--- src/rtl/ibex_clic_pkg.sv ---
`default_nettype none
// ============================================================================
// Package  : ibex_clic_pkg
// Brief    : Shared widths and per-source configuration type for the CLIC arbiter.
// Revision : 1.0 - initial release
// ============================================================================
package ibex_clic_pkg;

  localparam int CLIC_ID_W   = 12;
  localparam int CLIC_PRIO_W = 8;
  localparam int CLIC_CFG_W  = CLIC_PRIO_W + 2;

  typedef struct packed {
    logic                   enable;
    logic                   edge_trig;
    logic [CLIC_PRIO_W-1:0] prio;
  } clic_cfg_t;

endpackage
`default_nettype wire

--- src/rtl/ibex_clic_arbiter_if.sv ---
`default_nettype none
// ============================================================================
// Interface : ibex_clic_arbiter_if
// Brief     : Request/claim link between the CLIC arbiter and the fast-IRQ wrapper.
// Revision  : 1.0 - initial release
// ============================================================================
interface ibex_clic_arbiter_if;

  logic                                  clic_irq_o;
  logic [ibex_clic_pkg::CLIC_ID_W-1:0]   clic_irq_id_o;
  logic [ibex_clic_pkg::CLIC_PRIO_W-1:0] clic_irq_priority_o;
  logic                                  claim_i;
  logic [ibex_clic_pkg::CLIC_ID_W-1:0]   claim_id_i;
  logic [ibex_clic_pkg::CLIC_PRIO_W-1:0] threshold_i;

  modport master (
    output clic_irq_o, clic_irq_id_o, clic_irq_priority_o,
    input  claim_i, claim_id_i, threshold_i
  );

  modport slave (
    input  clic_irq_o, clic_irq_id_o, clic_irq_priority_o,
    output claim_i, claim_id_i, threshold_i
  );

endinterface
`default_nettype wire

--- src/rtl/ibex_clic_prio_tree.sv ---
`default_nettype none
// ============================================================================
// Module   : ibex_clic_prio_tree
// Brief    : Combinational binary max-tree over {eligible, prio, idx}; lower index wins ties.
// Revision : 1.0 - initial release
// ============================================================================
module ibex_clic_prio_tree import ibex_clic_pkg::*; #(
  parameter  int NUM_SRC = 32,
  localparam int IDX_W   = $clog2(NUM_SRC)
) (
  input  wire logic [NUM_SRC-1:0]                  i_elig,
  input  wire logic [NUM_SRC-1:0][CLIC_PRIO_W-1:0] i_prio,
  output logic                                     o_vld,
  output logic [IDX_W-1:0]                         o_idx,
  output logic [CLIC_PRIO_W-1:0]                   o_prio
);

  localparam int c_nleaf = 1 << IDX_W;

  // Level 0 holds the (padded) leaves; each higher level halves the node count.
  for (genvar l = 0; l <= IDX_W; l++) begin : g_lvl
    localparam int c_n = c_nleaf >> l;
    logic                   w_vld  [c_n];
    logic [CLIC_PRIO_W-1:0] w_prio [c_n];
    logic [IDX_W-1:0]       w_idx  [c_n];

    if (l == 0) begin : g_leaf
      for (genvar j = 0; j < c_n; j++) begin : g_j
        if (j < NUM_SRC) begin : g_src
          assign w_vld[j]  = i_elig[j];
          assign w_prio[j] = i_prio[j];
        end else begin : g_pad
          assign w_vld[j]  = 1'b0;
          assign w_prio[j] = '0;
        end
        assign w_idx[j] = IDX_W'(j);
      end
    end else begin : g_node
      for (genvar j = 0; j < c_n; j++) begin : g_j
        logic w_take_r;
        // The right child only wins on strictly higher priority, so ties keep the lower index.
        assign w_take_r  = g_lvl[l-1].w_vld[2*j+1] &&
                           (!g_lvl[l-1].w_vld[2*j] ||
                            (g_lvl[l-1].w_prio[2*j+1] > g_lvl[l-1].w_prio[2*j]));
        assign w_vld[j]  = g_lvl[l-1].w_vld[2*j] | g_lvl[l-1].w_vld[2*j+1];
        assign w_prio[j] = w_take_r ? g_lvl[l-1].w_prio[2*j+1] : g_lvl[l-1].w_prio[2*j];
        assign w_idx[j]  = w_take_r ? g_lvl[l-1].w_idx[2*j+1]  : g_lvl[l-1].w_idx[2*j];
      end
    end
  end

  assign o_vld  = g_lvl[IDX_W].w_vld[0];
  assign o_idx  = g_lvl[IDX_W].w_idx[0];
  assign o_prio = g_lvl[IDX_W].w_prio[0];

endmodule
`default_nettype wire

--- src/rtl/ibex_clic_arbiter.sv ---
`default_nettype none
// ============================================================================
// Module   : ibex_clic_arbiter
// Brief    : CLIC gateway: per-source config, edge/level pending, registered max-priority request.
// Revision : 1.0 - initial release
// ============================================================================
module ibex_clic_arbiter import ibex_clic_pkg::*; #(
  parameter  int NUM_SRC = 32,
  localparam int IDX_W   = $clog2(NUM_SRC)
) (
  input  wire logic                  clk_i,
  input  wire logic                  rst_i,
  input  wire logic [NUM_SRC-1:0]    irq_src_i,
  input  wire logic                  cfg_we_i,
  input  wire logic [IDX_W-1:0]      cfg_idx_i,
  input  wire logic [CLIC_CFG_W-1:0] cfg_wdata_i,
  ibex_clic_arbiter_if.master        bus,
  output logic [NUM_SRC-1:0]         pending_o
);

  clic_cfg_t                           r_cfg [NUM_SRC];
  logic [NUM_SRC-1:0]                  r_prev;
  logic [NUM_SRC-1:0]                  r_pend;
  logic                                r_irq;
  logic [CLIC_ID_W-1:0]                r_id;
  logic [CLIC_PRIO_W-1:0]              r_prio;

  logic [NUM_SRC-1:0]                  w_elig;
  logic [NUM_SRC-1:0]                  w_claim;
  logic [NUM_SRC-1:0][CLIC_PRIO_W-1:0] w_prio;
  logic                                w_cfg_hit;
  logic                                w_win_vld;
  logic [IDX_W-1:0]                    w_win_idx;
  logic [CLIC_PRIO_W-1:0]              w_win_prio;

  assign w_cfg_hit = cfg_we_i && (32'(cfg_idx_i) < NUM_SRC);

  always_ff @(posedge clk_i or posedge rst_i) begin
    if (rst_i) begin
      for (int i = 0; i < NUM_SRC; i++) r_cfg[i] <= '0;
    end else if (w_cfg_hit) begin
      r_cfg[cfg_idx_i] <= clic_cfg_t'(cfg_wdata_i);
    end
  end

  always_comb begin
    w_elig  = '0;
    w_claim = '0;
    w_prio  = '0;
    for (int i = 0; i < NUM_SRC; i++) begin
      w_prio[i]  = r_cfg[i].prio;
      w_elig[i]  = r_pend[i] & r_cfg[i].enable & (r_cfg[i].prio > bus.threshold_i);
      w_claim[i] = bus.claim_i & (bus.claim_id_i == CLIC_ID_W'(i));
    end
  end

  // Edge sources: a fresh rising edge beats a simultaneous claim.
  always_ff @(posedge clk_i or posedge rst_i) begin
    if (rst_i) begin
      r_prev <= '0;
      r_pend <= '0;
    end else begin
      r_prev <= irq_src_i;
      for (int i = 0; i < NUM_SRC; i++) begin
        if (r_cfg[i].edge_trig) begin
          r_pend[i] <= (irq_src_i[i] & ~r_prev[i]) | (r_pend[i] & ~w_claim[i]);
        end else begin
          r_pend[i] <= irq_src_i[i];
        end
      end
    end
  end

  ibex_clic_prio_tree #(
    .NUM_SRC (NUM_SRC)
  ) u_prio_tree (
    .i_elig (w_elig),
    .i_prio (w_prio),
    .o_vld  (w_win_vld),
    .o_idx  (w_win_idx),
    .o_prio (w_win_prio)
  );

  // Id and priority keep their last winner while no source is eligible.
  always_ff @(posedge clk_i or posedge rst_i) begin
    if (rst_i) begin
      r_irq  <= 1'b0;
      r_id   <= '0;
      r_prio <= '0;
    end else begin
      r_irq <= w_win_vld;
      if (w_win_vld) begin
        r_id   <= CLIC_ID_W'(w_win_idx);
        r_prio <= w_win_prio;
      end
    end
  end

  assign bus.clic_irq_o          = r_irq;
  assign bus.clic_irq_id_o       = r_id;
  assign bus.clic_irq_priority_o = r_prio;
  assign pending_o               = r_pend;

endmodule
`default_nettype wire

--- src/flat_wrapper.sv ---
// flat-port wrapper written by rule: the top's interface ports become plain ports
module ibex_clic_arbiter_flat import ibex_clic_pkg::*;
#(
  parameter  int NUM_SRC = 32,
  localparam int IDX_W   = $clog2(NUM_SRC)
)
  (clk_i, rst_i, irq_src_i, cfg_we_i, cfg_idx_i, cfg_wdata_i, pending_o, bus_clic_irq_o, bus_clic_irq_id_o, bus_clic_irq_priority_o, bus_claim_i, bus_claim_id_i, bus_threshold_i);
  ibex_clic_arbiter_if bus_i ();
  input  wire logic clk_i;
  input  wire logic rst_i;
  input  wire logic [NUM_SRC-1:0] irq_src_i;
  input  wire logic cfg_we_i;
  input  wire logic [IDX_W-1:0] cfg_idx_i;
  input  wire logic [CLIC_CFG_W-1:0] cfg_wdata_i;
  output logic [NUM_SRC-1:0] pending_o;
  output wire logic [$bits(bus_i.clic_irq_o)-1:0] bus_clic_irq_o;
  output wire logic [$bits(bus_i.clic_irq_id_o)-1:0] bus_clic_irq_id_o;
  output wire logic [$bits(bus_i.clic_irq_priority_o)-1:0] bus_clic_irq_priority_o;
  input wire logic [$bits(bus_i.claim_i)-1:0] bus_claim_i;
  input wire logic [$bits(bus_i.claim_id_i)-1:0] bus_claim_id_i;
  input wire logic [$bits(bus_i.threshold_i)-1:0] bus_threshold_i;
  assign bus_clic_irq_o = bus_i.clic_irq_o;
  assign bus_clic_irq_id_o = bus_i.clic_irq_id_o;
  assign bus_clic_irq_priority_o = bus_i.clic_irq_priority_o;
  assign bus_i.claim_i = bus_claim_i;
  assign bus_i.claim_id_i = bus_claim_id_i;
  assign bus_i.threshold_i = bus_threshold_i;
  ibex_clic_arbiter #(.NUM_SRC(NUM_SRC)) u_core (.clk_i(clk_i), .rst_i(rst_i), .irq_src_i(irq_src_i), .cfg_we_i(cfg_we_i), .cfg_idx_i(cfg_idx_i), .cfg_wdata_i(cfg_wdata_i), .bus(bus_i), .pending_o(pending_o));
endmodule
--- config.mk ---
export PLATFORM = sky130hd
export DESIGN_NAME = ibex_clic_arbiter_flat
export DESIGN_NICKNAME = d
export VERILOG_FILES = /design/src/rtl/ibex_clic_pkg.sv /design/src/rtl/ibex_clic_arbiter_if.sv /design/src/rtl/ibex_clic_prio_tree.sv /design/src/rtl/ibex_clic_arbiter.sv /design/src/flat_wrapper.sv
export SDC_FILE = /design/constraint.sdc
export NUM_CORES = 2
export LEC_CHECK = 0
export CAP_MARGIN = 20
export CORE_UTILIZATION = 50
export CTS_BUF_LIST = sky130_fd_sc_hd__clkbuf_4 sky130_fd_sc_hd__clkbuf_8
export CTS_CLUSTER_DIAMETER = 30
export DETAILED_ROUTE_END_ITERATION = 16
export PLACE_DENSITY = 0.77
export SYNTH_ARGS = -nofsm -noshare
export SYNTH_HDL_FRONTEND = slang
export SYNTH_SLANG_ARGS = --single-unit
export TNS_END_PERCENT = 50
--- constraint.sdc ---
create_clock -name clk_i -period 39 [get_ports clk_i]
set_input_delay 9.75 -clock clk_i [delete_from_list [all_inputs] [get_ports clk_i]]
set_output_delay 9.75 -clock clk_i [all_outputs]
set_load 0.03 [all_outputs]
Yosys cells after proc, flatten, opt, wreduce, memory -nomap -nowiden

Index checks and enable logic that the tools add are counted.

Register bits: 398
Input port bits: 71
Output and inout bits: 53
Logic and storage cells: 677

$lt $le $gt $ge: 65
Equal/unequal tests: 31
Multiplexer cells: 97
Bitwise logic cells: 288
Reduce and logical (&&, ||, !) cells: 95

Operators by type and width:

| operator              | number |
|---|---|
| $gt A8 B8 Y1          | 63 |
| $bwmux W320           | 1 |
| $mux W8               | 31 |
| $eq A12 B5 Y1 const B | 16 |
| $and A1 B1 Y1         | 160 |
| $eq A12 B4 Y1 const B | 8 |
| $not A1 Y1            | 64 |
| $or A1 B1 Y1          | 63 |
| $demux W10 S5         | 1 |
| $eq A12 B3 Y1 const B | 4 |
| $mux W1               | 48 |
| $logic_and A1 B1 Y1   | 32 |
| $logic_not A1 Y1      | 31 |
| $logic_or A1 B1 Y1    | 31 |
| $eq A12 B2 Y1 const B | 2 |
| $mux W2               | 8 |
| $eq A12 B1 Y1 const B | 1 |
| $logic_not A12 Y1     | 1 |
| $mux W3               | 4 |
| $mux W10              | 1 |
| $mux W4               | 2 |
| $ge A6 B6 Y1 const B  | 1 |
| $lt A6 B1 Y1 const B  | 1 |
| $not A5 Y6            | 1 |
| $mux W5               | 1 |

Longest topological paths before layout

Depth after elaboration: 22
Mapped depth: 55
Mapped depth without buffers: 50

By module

A second synthesis with hierarchy kept.

Cell total of the unflattened synthesis: 3115
Area total of the unflattened synthesis: 30822.1 µm²

Modules (own cells, without submodules):

| module              | times used | cells an instance | area an instance (µm²) | seq. area each (µm²) |
|---|---|---|---|---|
| ibex_clic_arbiter   | 1          | 1674              | 20631.0                | 9959.6 |
| ibex_clic_prio_tree | 1          | 1441              | 10191.0                | 0.0 |

Worst setup path before layout

No wires, ideal clock.

Path type: in2reg
Start point: in bus_threshold_i[3]
End point: reg u_core.r_prio[0], in the netlist u_core.bus.clic_irq_priority_o[0]
Library setup time: 0.126 ns
Arrival: 19.782 ns
Data required time: 38.874 ns
Slack: 19.091 ns
Stages on the path: 48
Path buffers: 5
Cell sequence: inv_1 ha_1 and4_1 or3b_1 a21o_1 and2_4 o21bai_2 clkbuf_1 mux2_2 ha_1 a21o_1 a221o_1 a221oi_1 a31o_2 a21bo_2 clkbuf_1 a22oi_1 ha_1 [12 not listed] o21bai_1 a21oi_1 a21oi_1 or2_0 clkbuf_1 o22ai_1 a221o_1 ha_1 a21o_1 a21o_1 a21oi_1 o21ai_0 o21a_1 nor2_1 and3b_1 buf_1 o2bb2ai_1 a311o_1

Longest elaborated chain between the ends: 22
Elaborated cells between the ends (all ways): 234
Classes of those cells: 47 x order compare; 31 x mux; 63 x bitwise; 93 x reduce/logical

RTL lines:

| item                   | RTL line                  | source |
|---|---|---|
| start: declaration     | flat_wrapper.sv:21        | `input wire logic [$bits(bus_i.threshold_i)-1:0] bus_threshold_i;` |
| $gt A8 B8 Y1           | ibex_clic_arbiter.sv:52   | `w_elig[i] = r_pend[i] & r_cfg[i].enable & (r_cfg[i].prio > bus.threshold_i);` |
| $and A1 B1 Y1          | ibex_clic_arbiter.sv:52   |  |
| $logic_not A1 Y1       | ibex_clic_prio_tree.sv:43 | `(!g_lvl[l-1].w_vld[2*j] \|\|` |
| $logic_or A1 B1 Y1     | ibex_clic_prio_tree.sv:43 |  |
| $logic_and A1 B1 Y1    | ibex_clic_prio_tree.sv:42 | `assign w_take_r = g_lvl[l-1].w_vld[2*j+1] &&` |
| $mux W8                | ibex_clic_prio_tree.sv:46 | `assign w_prio[j] = w_take_r ? g_lvl[l-1].w_prio[2*j+1] : g_lvl[l-1].w_prio[2*j];` |
| $gt A8 B8 Y1           | ibex_clic_prio_tree.sv:44 | `(g_lvl[l-1].w_prio[2*j+1] > g_lvl[l-1].w_prio[2*j]));` |
| $logic_or A1 B1 Y1     | ibex_clic_prio_tree.sv:43 |  |
| [6 not listed]         | --                        |  |
| $gt A8 B8 Y1           | ibex_clic_prio_tree.sv:44 |  |
| $logic_or A1 B1 Y1     | ibex_clic_prio_tree.sv:43 |  |
| $logic_and A1 B1 Y1    | ibex_clic_prio_tree.sv:42 |  |
| $mux W8                | ibex_clic_prio_tree.sv:46 |  |
| $gt A8 B8 Y1           | ibex_clic_prio_tree.sv:44 |  |
| $logic_or A1 B1 Y1     | ibex_clic_prio_tree.sv:43 |  |
| $logic_and A1 B1 Y1    | ibex_clic_prio_tree.sv:42 |  |
| $mux W8                | ibex_clic_prio_tree.sv:46 |  |
| end signal: assignment | ibex_clic_arbiter.sv:94   | `r_prio <= w_win_prio;` |
| end: declaration       | ibex_clic_arbiter.sv:26   | `logic [CLIC_PRIO_W-1:0] r_prio;` |

Several ways; a longest one is shown, not always the timed one.
A chain may end at the register's enable or synchronous reset.

Worst setup path after layout

Same ends and word-level chain as after synthesis.

==> metrics <==
outcome=completed; Syn Inst Count=3128; IO Count=124; Max Clock Skew=44.3 ps; vias in the first global route=25600; required time of the critical path=39650 ps; Filler cells=5085; max-slew violations=0; Least-Margin Pin Slew=1210 ps; Mapped Area=30300 um2; peak supply drop=0.0000471 V; DR vias/cell=6.21; layout cells sized above 1=15.6%; Overflow after GRT=0; drt initial violations=2206; Core Footprint=59500 um2; slowest stage delay, CP=810 ps; predominant post-synthesis flop cell=dfrtp_1; WP data arrival=21570 ps; final period demand of the worst path=20920 ps; Initial Utilization=51.0%; initial antenna violation count=2; total clock buffers created by CTS=94; total of max-cap violations=0; min-delay worst type=flop to flop; chip width=248 um; die height=248 um; Worst setup SP type=primary input; setup slack, reg-to-reg=27800 ps; most frequent cells in the layout=ha_1 (504), dfrtp_1 (398), nand2_1 (311), mux2_2 (259), a21oi_1 (221); CTS tree=built; cell area power density=59.6 nW/um2; Worst-path clk slew=60 ps; first-pass GRT wire length=143000 um; number of flops mapped to enable cells by yosys=0; crit-path most repeated cell=ha_1; Final period util=53.6%; DR pass1 iterations=5; final number of hold-violating endpoints=0; Layout Utilization=58.1%; critical path class=primary input to flop; area delta synth->final=13.9%; Peak Freq=47.8 MHz; Yosys warning total=0; post-synth top area cell=dfrtp_1; number of gates resized after cts=0; Synth Area per Inst=9.70 um2; Slowest cell on crit path=o21ai_1; async set-or-reset flop fraction in the synthesized netlist=100%; DP HPWL=64000 um; Pwr Total=2.06 mW; largest net degree at the start of global routing=172; vias=25700; Worst setup EP type=flop; clock sink count=398; Worst slew margin=19.4%; Synth Register Bits=398; WL per Instance=22.2 um; PortBufs=116; synth unique cells=90; unrepaired setup endpoints after global routing=no; Routed Wire Length=91700 um; H-tree Lvls=3; clock buffer depth=3; Site Rows=89; CTS Hold Bufs=0; CTS Root Cell=clkbuf_8; setup TNS=0 ps; R2R cell count=44; area share of the largest cell type after synthesis=32.8%; total die area=61700 um2; # setup viols final=0; register area share after synthesis=32.8%; commonest non-fill, non-tap cell in the layout=ha_1; Area contributors post-synth=dfrtp_1 (33%), ha_1 (21%), mux2_2 (9.6%), nand2_1 (3.8%), a21oi_1 (3.6%); final weighted congestion in routability-driven placement=0.984; Crit Path Max Fanout=32; Clk Latency, worst-skew pair=720 ps; Cells on Worst Hold Path=1; fin nets=3863; Setup Buffers After CTS=0; Remaining DRCs=0; Post-DRT Antenna Nets=0; leakage=16.5 nW; gr usage total=30.1%
[cell usage after synthesis (65+ instances only)]
cell,instances
nor2_1,117
mux2i_1,92
nand2_1,311
clkbuf_1,65
nor2b_1,65
dfrtp_1,398
inv_1,227
a21oi_1,221
nand4_1,109
mux2_2,259
o21ai_0,191
ha_1,504
[routing by layer]
layer	vias up	part of all wire, %	track usage [%]
li1	12000	-	-
met1	12400	43	39.2
met4	4	4.6	14.5
met2	1035	45	47.6
met5	-	0.036	0
met3	289	7.9	6.08
[state kept, by name, summed over array words and instances (netlist names)]
name                            flops
u_core.bus.clic_irq_id_o            5
u_core.r_prev                      32
u_core.pending_o                   32
u_core.r_cfg                      320
u_core.bus.clic_irq_priority_o      8
u_core.bus.clic_irq_o               1
[layout make-up]
class                           instances  area [um2]  area share [%]
Antenna cell                            1        2.50         0.00724
Multi-Input combinational cell       2414       19100            55.4
Inverter                              227         860            2.49
Tap cell                              773         967            2.80
Clock inverter                         55         673            1.95
Clock buffer                          118        1540            4.47
Sequential cell                       398        9960            28.8
Timing Repair Buffer                  153        1400            4.05
[stage by stage]
step                      setup WS, ps  hold WS [ps]  std cells  instance area, um2
after floorplan                  18180           479       3134               30400
after global placement           17900           486       3960               32300
after CTS                        18350           505       4134               34500
final                            18080           504       4139               34500
after detailed placement         17630           493       3961               32300
after global routing             17370           511       4138               34500
[critical path, delay by kind of cell]
kind	cells	cell delay, ps
adder cells (fa/ha/maj)	5	1590
multiplexers	2	710
AO/OA/AOI/OAI	25	5540
AND/OR/NAND/NOR	12	2870
buffers and inverters	3	1040
[cells by family (layout without fill, tap and decap cells)]
logic type | count (synthesis) | count (layout) | share of synthesized area [%]
buf+inv | 322 | 553 | 4.16
fa+ha+maj | 504 | 504 | 20.8
compound gates | 825 | 825 | 17.7
simple gates | 727 | 727 | 11.8
flops | 398 | 398 | 32.8
other cells | 1 | 8 | 0.0124
mux | 351 | 351 | 12.6
[report_power, final]
| group | internal (mW) | total, mW | switching (mW) |
|---|---|---|---|
| registers | 0.498 | 0.599 | 0.101 |
| logic | 0.388 | 0.889 | 0.501 |
| clock network | 0.351 | 0.570 | 0.219 |
| total | 1.24 | 2.06 | 0.821 |
[final timing paths]
path,endpoint,start
hold reg to reg,u_core.r_cfg[309],u_core.r_cfg[309]
setup / recovery,u_core.bus.clic_irq_priority_o[0],bus_threshold_i[3]
min in group asynchronous,u_core.r_prev[16],rst_i
max in group asynchronous,u_core.pending_o[28],rst_i
hold / removal,u_core.r_cfg[309],u_core.r_cfg[309]
setup reg to reg,u_core.bus.clic_irq_priority_o[0],u_core.r_cfg[173]
Note: power is estimated with default switching activity, not from simulation.
